==> src/rtl/stopwatch_core.sv <==
// Stopwatch timing engine: 00.00-99.99 BCD count at 0.01 s with run/stop/clear FSM and
// registered active-low 7-segment outputs. Define STOPWATCH_LAP_EN to add the lap-hold input.
module stopwatch_core #(
  parameter int unsigned TICK_DIV = 1000000,
  parameter int unsigned CNT_W    = 20
) (
  input  logic       clk,
  input  logic       rst_n,
  input  logic       start_stop,
  input  logic       clear,
`ifdef STOPWATCH_LAP_EN
  input  logic       lap,
`endif
  output logic [6:0] seg0,
  output logic [6:0] seg1,
  output logic [6:0] seg2,
  output logic [6:0] seg3,
  output logic       running,
  output logic       at_max
);

  typedef enum logic [1:0] {StIdle, StRun, StStop, StMax} state_e;

  localparam logic [CNT_W-1:0] PrescMax = CNT_W'(TICK_DIV - 1);

  function automatic logic [6:0] seg_enc(input logic [3:0] d);
    logic [6:0] s;
    case (d)
      4'd0:    s = 7'b1000000;
      4'd1:    s = 7'b1111001;
      4'd2:    s = 7'b0100100;
      4'd3:    s = 7'b0110000;
      4'd4:    s = 7'b0011001;
      4'd5:    s = 7'b0010010;
      4'd6:    s = 7'b0000010;
      4'd7:    s = 7'b1111000;
      4'd8:    s = 7'b0000000;
      4'd9:    s = 7'b0010000;
      default: s = 7'b1111111;
    endcase
    return s;
  endfunction

  state_e           state_q, state_d;
  logic [CNT_W-1:0] presc_q, presc_d;
  // Nibbles: [15:12]=d0 tens of seconds ... [3:0]=d3 hundredths.
  logic [15:0]      dig_q, dig_d, dig_inc;
  logic             ss_q, clr_q;
  logic             ss_edge, clr_edge, all_nines, carry;
  logic             seg_freeze;

  assign ss_edge   = start_stop & ~ss_q;
  assign clr_edge  = clear & ~clr_q;
  assign all_nines = (dig_q == 16'h9999);

  // BCD ripple increment starting at the hundredths digit.
  always_comb begin
    dig_inc = dig_q;
    carry   = 1'b1;
    for (int i = 0; i < 4; i++) begin
      if (carry) begin
        if (dig_q[i*4 +: 4] == 4'd9) begin
          dig_inc[i*4 +: 4] = 4'd0;
        end else begin
          dig_inc[i*4 +: 4] = dig_q[i*4 +: 4] + 4'd1;
          carry             = 1'b0;
        end
      end
    end
  end

  // Priority: clear edge, then start/stop edge, then prescaler tick.
  always_comb begin
    state_d = state_q;
    presc_d = presc_q;
    dig_d   = dig_q;
    if (clr_edge) begin
      state_d = StIdle;
      presc_d = '0;
      dig_d   = '0;
    end else begin
      case (state_q)
        StIdle: begin
          if (ss_edge) begin
            state_d = StRun;
            presc_d = '0;
          end
        end
        StRun: begin
          if (ss_edge) begin
            state_d = StStop;
          end else if (presc_q == PrescMax) begin
            presc_d = '0;
            if (all_nines) begin
              state_d = StMax;
            end else begin
              dig_d = dig_inc;
            end
          end else begin
            presc_d = presc_q + CNT_W'(1);
          end
        end
        StStop: begin
          if (ss_edge) begin
            state_d = StRun;
          end
        end
        StMax:   ;
        default: state_d = StIdle;
      endcase
    end
  end

`ifdef STOPWATCH_LAP_EN
  logic lap_q, lap_edge, lap_hold_q, lap_hold_d;

  assign lap_edge = lap & ~lap_q;
  // Hold survives only while staying in RUN; any exit (clear, stop, max) drops it.
  assign lap_hold_d = (state_q == StRun && state_d == StRun) ? (lap_hold_q ^ lap_edge) : 1'b0;
  assign seg_freeze = lap_hold_q;

  always_ff @(posedge clk) begin
    if (!rst_n) begin
      lap_q      <= 1'b1;
      lap_hold_q <= 1'b0;
    end else begin
      lap_q      <= lap;
      lap_hold_q <= lap_hold_d;
    end
  end
`else
  assign seg_freeze = 1'b0;
`endif

  always_ff @(posedge clk) begin
    if (!rst_n) begin
      state_q <= StIdle;
      presc_q <= '0;
      dig_q   <= '0;
      ss_q    <= 1'b1;
      clr_q   <= 1'b1;
      seg0    <= 7'b1000000;
      seg1    <= 7'b1000000;
      seg2    <= 7'b1000000;
      seg3    <= 7'b1000000;
      running <= 1'b0;
      at_max  <= 1'b0;
    end else begin
      state_q <= state_d;
      presc_q <= presc_d;
      dig_q   <= dig_d;
      ss_q    <= start_stop;
      clr_q   <= clear;
      running <= (state_d == StRun);
      at_max  <= (state_d == StMax);
      if (!seg_freeze) begin
        seg0 <= seg_enc(dig_q[15:12]);
        seg1 <= seg_enc(dig_q[11:8]);
        seg2 <= seg_enc(dig_q[7:4]);
        seg3 <= seg_enc(dig_q[3:0]);
      end
    end
  end

endmodule

==> config.mk <==
export PLATFORM = sky130hd
export DESIGN_NAME = stopwatch_core
export DESIGN_NICKNAME = d
export VERILOG_FILES = /design/src/rtl/stopwatch_core.sv
export SDC_FILE = /design/constraint.sdc
export NUM_CORES = 1
export LEC_CHECK = 0
export ABC_AREA = 1
export CAP_MARGIN = 20
export CORE_MARGIN = 2
export CORE_UTILIZATION = 23
export CTS_CLUSTER_DIAMETER = 60
export CTS_CLUSTER_SIZE = 20
export DETAILED_ROUTE_END_ITERATION = 10
export SLEW_MARGIN = 20
export SYNTH_ARGS = -nofsm -noshare
export SYNTH_HDL_FRONTEND = slang
export SYNTH_SLANG_ARGS = --single-unit
==> constraint.sdc <==
create_clock -name clk -period 2.3 [get_ports clk]
set_clock_uncertainty 0.15 [all_clocks]
set_input_delay 0.69 -clock clk [delete_from_list [all_inputs] [get_ports clk]]
set_output_delay 0.69 -clock clk [all_outputs]
set_load 0.01 [all_outputs]
==> out/qor.csv, run 1 <==
metric;value;unit
worst_pin_slew;645;ps
yosysMostFrequentCell;nand2_1;
multi_input_area;2010;sq um
dieArea;17100;sq um
synth_top_cell_by_area;dfxtp_1;
track_usage;10.5;%
clock_latency;340;ps
htreeDepth;3;
setup_ws;133;ps
cts-hold-fix-buffers;0;
first_iter_violations;185;
seq_area_frac_synth;37.8;%
grt_max_degree;22;
clkSinkCount;70;
p_sw_share;21.4;%
row_count;46;
hold_violations;0;
fillCellCount;1721;
synth_top_family_by_area;simple AND/OR/NAND/NOR gates;
synth-adder-area-share;7.09;%
drcViolationCount;0;
num_io_pins;34;
synth-xor-area-share;1.18;%
total_power;2.82;mW
synthTopCellsByCount;nand2_1, dfxtp_1, nor2_1;
clockPowerShare;52.9;%
fin_crit;2170;ps
grt_pass1_vias;3096;
synthSimpleGateAreaFrac;36.0;%
synth_compound_area_share;10.1;%
critPathLaunchType;primary input;
powerDensity;598;nW/um^2
critPathKind;primary input to register;
dp_slack;-236;ps
ys.warnings.count;0;
synth.avg_cell_area;7.08;sq um
gp_congestion;0.838;
synth_cell_types;32;
clkTransAtPathRegs;60;ps
comb_power_share;3.9;%
grt_pass1_wl;14.1;mm
synthTopCellsByArea;dfxtp_1, nand2_1, ha_1;
finalCritPeriodShare;94.2;%
cap_violations;0;
cts_buffers;9;
cts_buffer_depth;2;
endpoint;presc_q[11];
report.final.setup_viol;0;
final_util;29.8;%
reg2reg_slack;280;ps
internal-power;2.22;mW
p_leak;1.80;nW
power.switching;0.604;mW
synth_edf_count;0;
io_buffers;33;
core_area;15800;sq um
area_growth;27.4;%
status;finished clean;
n_antenna_cell;0;
drive_gt1_share;11.6;%
chipHeight;131;microns
async_reset_ff_share;0;%
timing.final.max_slew_violations;0;
critical_path_peak_fanout;7;
vdd_drop_max;389;uV
initial_utilization;23.4;%
grt_remaining_overflow;0;
fmaxAchievable;462;MHz
synth-seq-cells;70;
syn_inst;523;
ff2ff_path_depth;10;
ant_nets;0;
power_frac_seq;43.2;%
worstReg2RegEnd;dig_q[11];
required;2410;ps
post_cts_buffers;0;
avgRoutedWirePerCell;10.4;microns
wl;8.27;mm
ctsResizeCount;0;
vias;3393;
cts_tree;yes;
viasPerCell;4.27;
final-seq-area;1400;sq um
hpwl;6.33;mm
antenna_found_initial;0;
max-slew-margin-rel;56.6;%
clockRootBuffer;clkbuf_16;
yosysTopAreaCellShare;37.8;%
synth_mux_area_share;0;%
nets;599;
synth_flop_cell;dfxtp_1;
die_x;131;microns
crit_arrival;2280;ps
synth_area;3700;sq um
r2r_start;dig_q[13];
syn-num-nets;548;
dr.pass1.iters;4;
end_kind;register;
worstSetupStartpoint;start_stop;
rsz0062_at_grt;no;
hold_class;register to register;
-- power by group through the flow --
stage                     Clock, mW  Combinational [mW]  Sequential, mW
after global placement            0               0.111            1.25
after floorplan                   0              0.0555            1.25
after global routing           1.59               0.120            1.22
final                          1.49               0.109            1.22
after CTS                      1.54               0.112            1.22
after detailed placement          0               0.111            1.25
-- through the flow --
step                      std cells  instance area [sq um]  hold slack (ps)  setup TNS [ps]
after global placement          779                   4400              323           -2930
final                           795                   4720              335               0
after global routing            795                   4720              364               0
after CTS                       795                   4720              336               0
after detailed placement        779                   4400              328           -3770
after floorplan                 523                   3700              306               0
-- cell type report --
cell class                      instances  area share (%)
Clock inverter                          6            1.99
Timing Repair Buffer                   50            10.2
Sequential cell                        70            29.7
Clock buffer                           10            4.85
Tap cell                              216            5.73
Multi-Input combinational cell        383            42.7
Inverter                               60            4.83
-- registers in the layout, summed over array words and instances (netlist names) --
name / count
clr_q: 1
at_max: 1
seg3: 7
seg1: 7
seg0: 7
running: 1
ss_q: 1
seg2: 7
dig_q: 16
presc_q: 20
state_q: 2
-- metal layers --
metal / vias up / track usage (%) / part of all wire [%]
met2: 56 / 17.5 / 46
li1: 1803 / - / -
met4: 0 / 4.51 / 2.0
met1: 1520 / 12.5 / 48
met3: 14 / 3.26 / 4.2
met5: - / 0 / 0
-- cell families (layout without fill, tap and decap cells) --
group                    Yosys count  after routing
AND/OR/NAND/NOR                  287            287
adder cells (fa/ha/maj)           21             21
AO/OA/AOI/OAI                     70             70
XOR/XNOR                           5              5
flip-flops                        70             70
buffers and inverters             70            126
-- cell usage in the layout, fill, tap and decap left out, types with 2 or more instances in the layout --
cell type        netlist  layout
inv_2                  4       4
o211ai_1               8       8
buf_12                 0       2
clkinv_2               2       2
clkdlybuf4s50_1        0      33
nand2_1              128     128
ha_1                  21      21
nand2_2                7       7
nor3b_1                2       2
inv_1                 53      53
or2_2                  5       5
nand3_2                4       4
buf_4                  3      15
xor2_1                 5       5
a21oi_1               39      39
nand4_1               12      12
clkbuf_16              0       9
o21ai_0               21      21
nor2_1                58      58
nor3_2                 2       2
nor2_2                 6       6
inv_6                  0       2
dfxtp_1               70      70
nor2_8                 2       2
nand3_1               47      47
bufinv_16              0       2
nor3_1                10      10
-- critical path, cell delays in order --
cell	delay, ps
clkdlybuf4s50_1	450
inv_1	50
nor2_1	190
nand3_1	120
nand2_2	150
buf_4	170
nand4_1	160
nor2_1	140
nor2_1	50
nor3_1	120
-- how the worst min path moves through the flow --
stage / startpoint / cells past startpoint / endpoint / slack, ps
finish: presc_q[0] / 2 / presc_q[0] / 330
detailed placement: presc_q[0] / 2 / presc_q[0] / 330
CTS: presc_q[0] / 2 / presc_q[0] / 340
global placement: presc_q[0] / 2 / presc_q[0] / 320
global route: presc_q[0] / 2 / presc_q[0] / 360
floorplan: presc_q[0] / 2 / presc_q[0] / 310
No activity file was read; power rests on OpenSTA's default activity.
==> inputs of run 2 (changes only) <==
==> constraint.sdc (replaced) <==
create_clock -name clk -period 2.1 [get_ports clk]
set_clock_uncertainty 0.15 [all_clocks]
set_input_delay 0.63 -clock clk [delete_from_list [all_inputs] [get_ports clk]]
set_output_delay 0.63 -clock clk [all_outputs]
set_load 0.01 [all_outputs]
==> out/qor.csv, run 2 (synthesis results as in run 1) <==
metric;value;unit
status;finished clean;
r2r_start;presc_q[1];
hold_class;register to register;
final_cell_mix;nand2_1, dfxtp_1, nor2_1;
htreeDepth;3;
finalCritPeriodShare;96.8;%
critical_path_peak_fanout;7;
dp.cells;785;
first_iter_violations;159;
initial_utilization;23.4;%
hold_violations;0;
cts-hold-fix-buffers;0;
hpwl;6.34;mm
use_met3;3.79;%
critPathKind;primary input to register;
setup_tns;0;ps
p_leak;1.87;nW
grt_pass1_wl;14.3;mm
top_regs;presc_q: 20 flops, dig_q: 16 flops;
clkTransAtPathRegs;60;ps
stdcell_area;4840;sq um
chipHeight;131;microns
worst_pin_slew;622;ps
avgRoutedWirePerCell;10.8;microns
worstSetupStartpoint;start_stop;
fmaxAchievable;492;MHz
dieArea;17100;sq um
dr.pass1.iters;4;
largest_register;presc_q;
worstHoldStart;presc_q[0];
report.final.setup_viol;0;
vdd_drop_max;414;uV
n_antenna_cell;0;
clock_latency;350;ps
fin_crit;2030;ps
drive_gt1_share;14.0;%
timing.final.max_slew_violations;0;
clkSinkCount;70;
layout_commonest_cell;nand2_1;
largest_register_ffs;20;
ant_nets;0;
grt_remaining_overflow;0;
wl;8.70;mm
met2_usage;17.9;%
clockRootBuffer;clkbuf_16;
cpLargestDelayFamily;buffers and inverters;
row_count;46;
crit_arrival;2130;ps
worst-path-buf-inv;4;
vias;3394;
drcViolationCount;0;
grt_pass1_vias;3123;
rsz0062_at_grt;yes;
cts_tree;yes;
met1_usage;12.3;%
max-slew-margin-rel;58.1;%
setup_ws;66.5;ps
cts_buffers;9;
dpl_cell_area;4440;sq um
end_kind;register;
antenna_found_initial;0;
powerDensity;638;nW/um^2
viasPerCell;4.20;
path_cells;clkdlybuf4s50_1 -> inv_1 -> nor2_4 -> nand3_1 -> nand2_2 -> buf_6 -> nand4_1 -> buf_4 -> nor2_1 -> nor3b_1;
track_usage;10.7;%
num_io_pins;34;
final_util;30.6;%
dp_slack;-438;ps
core_area;15800;sq um
critPathLaunchType;primary input;
die_x;131;microns
io_buffers;33;
grt-busiest-layer;met2;
grt_max_degree;22;
critPathSlowestCell;clkdlybuf4s50_1;
cap_violations;0;
cts_buffer_depth;2;
required;2190;ps
nets;613;
gp_congestion;0.846;
area_growth;30.6;%
cp_slowest_stage_delay;450;ps
fin_cells;808;
## run 2: cell types whose count changed in the layout (fill, tap and decap cells not counted), sizes merged
cell / change
buf: +14
clkbuf: -1
clkinv: +1
inv: -1
## run 2: final cells by class
class                   instances  area [sq um]
repair buffers                 64           592
inverters                      60           230
clock buffers                   9           225
clock inverters                 6          86.3
fillers                      1709         11000
flip-flops and latches         70          1400
multi-input cells             383          2030
well taps                     216           270
## run 2: stage by stage
step	hold WS [ps]	power, mW
after global placement	323	1.49
after detailed placement	331	1.49
final	335	3.09
after floorplan	306	1.43
after global routing	371	3.20
after CTS	339	3.12
## run 2: repair_timing
item	CTS	global route
pin swaps	0	2
gates resized for setup	1	5
buffers inserted	0	8
setup endpoints to repair	2	10
hold endpoints to repair	0	0
## run 2: power breakdown
group	total, mW	leakage, nW	switching [mW]	internal (mW)
Combinational	0.130	1.16	0.0744	0.0554
Clock	1.62	0.152	0.586	1.03
Sequential	1.34	0.565	0.00368	1.33
## run 2: worst min-delay path, cell delays in order, from the launching register on
cell and delay, ps:
dfxtp_1 320, nand2_1 70, a21oi_1 50
## run 2: metal layers
metal / vias up / part of all wire (%)
met5: - / 0
met2: 58 / 47
met4: 0 / 1.8
li1: 1823 / -
met1: 1499 / 47
met3: 14 / 4.5
## run 2: final timing paths
kind	endpoint	cells after the start	slack [ps]
hold / removal	presc_q[0]	2	330
setup / recovery	presc_q[13]	10	70
setup reg to reg	dig_q[6]	9	230
hold reg to reg	presc_q[0]	2	330
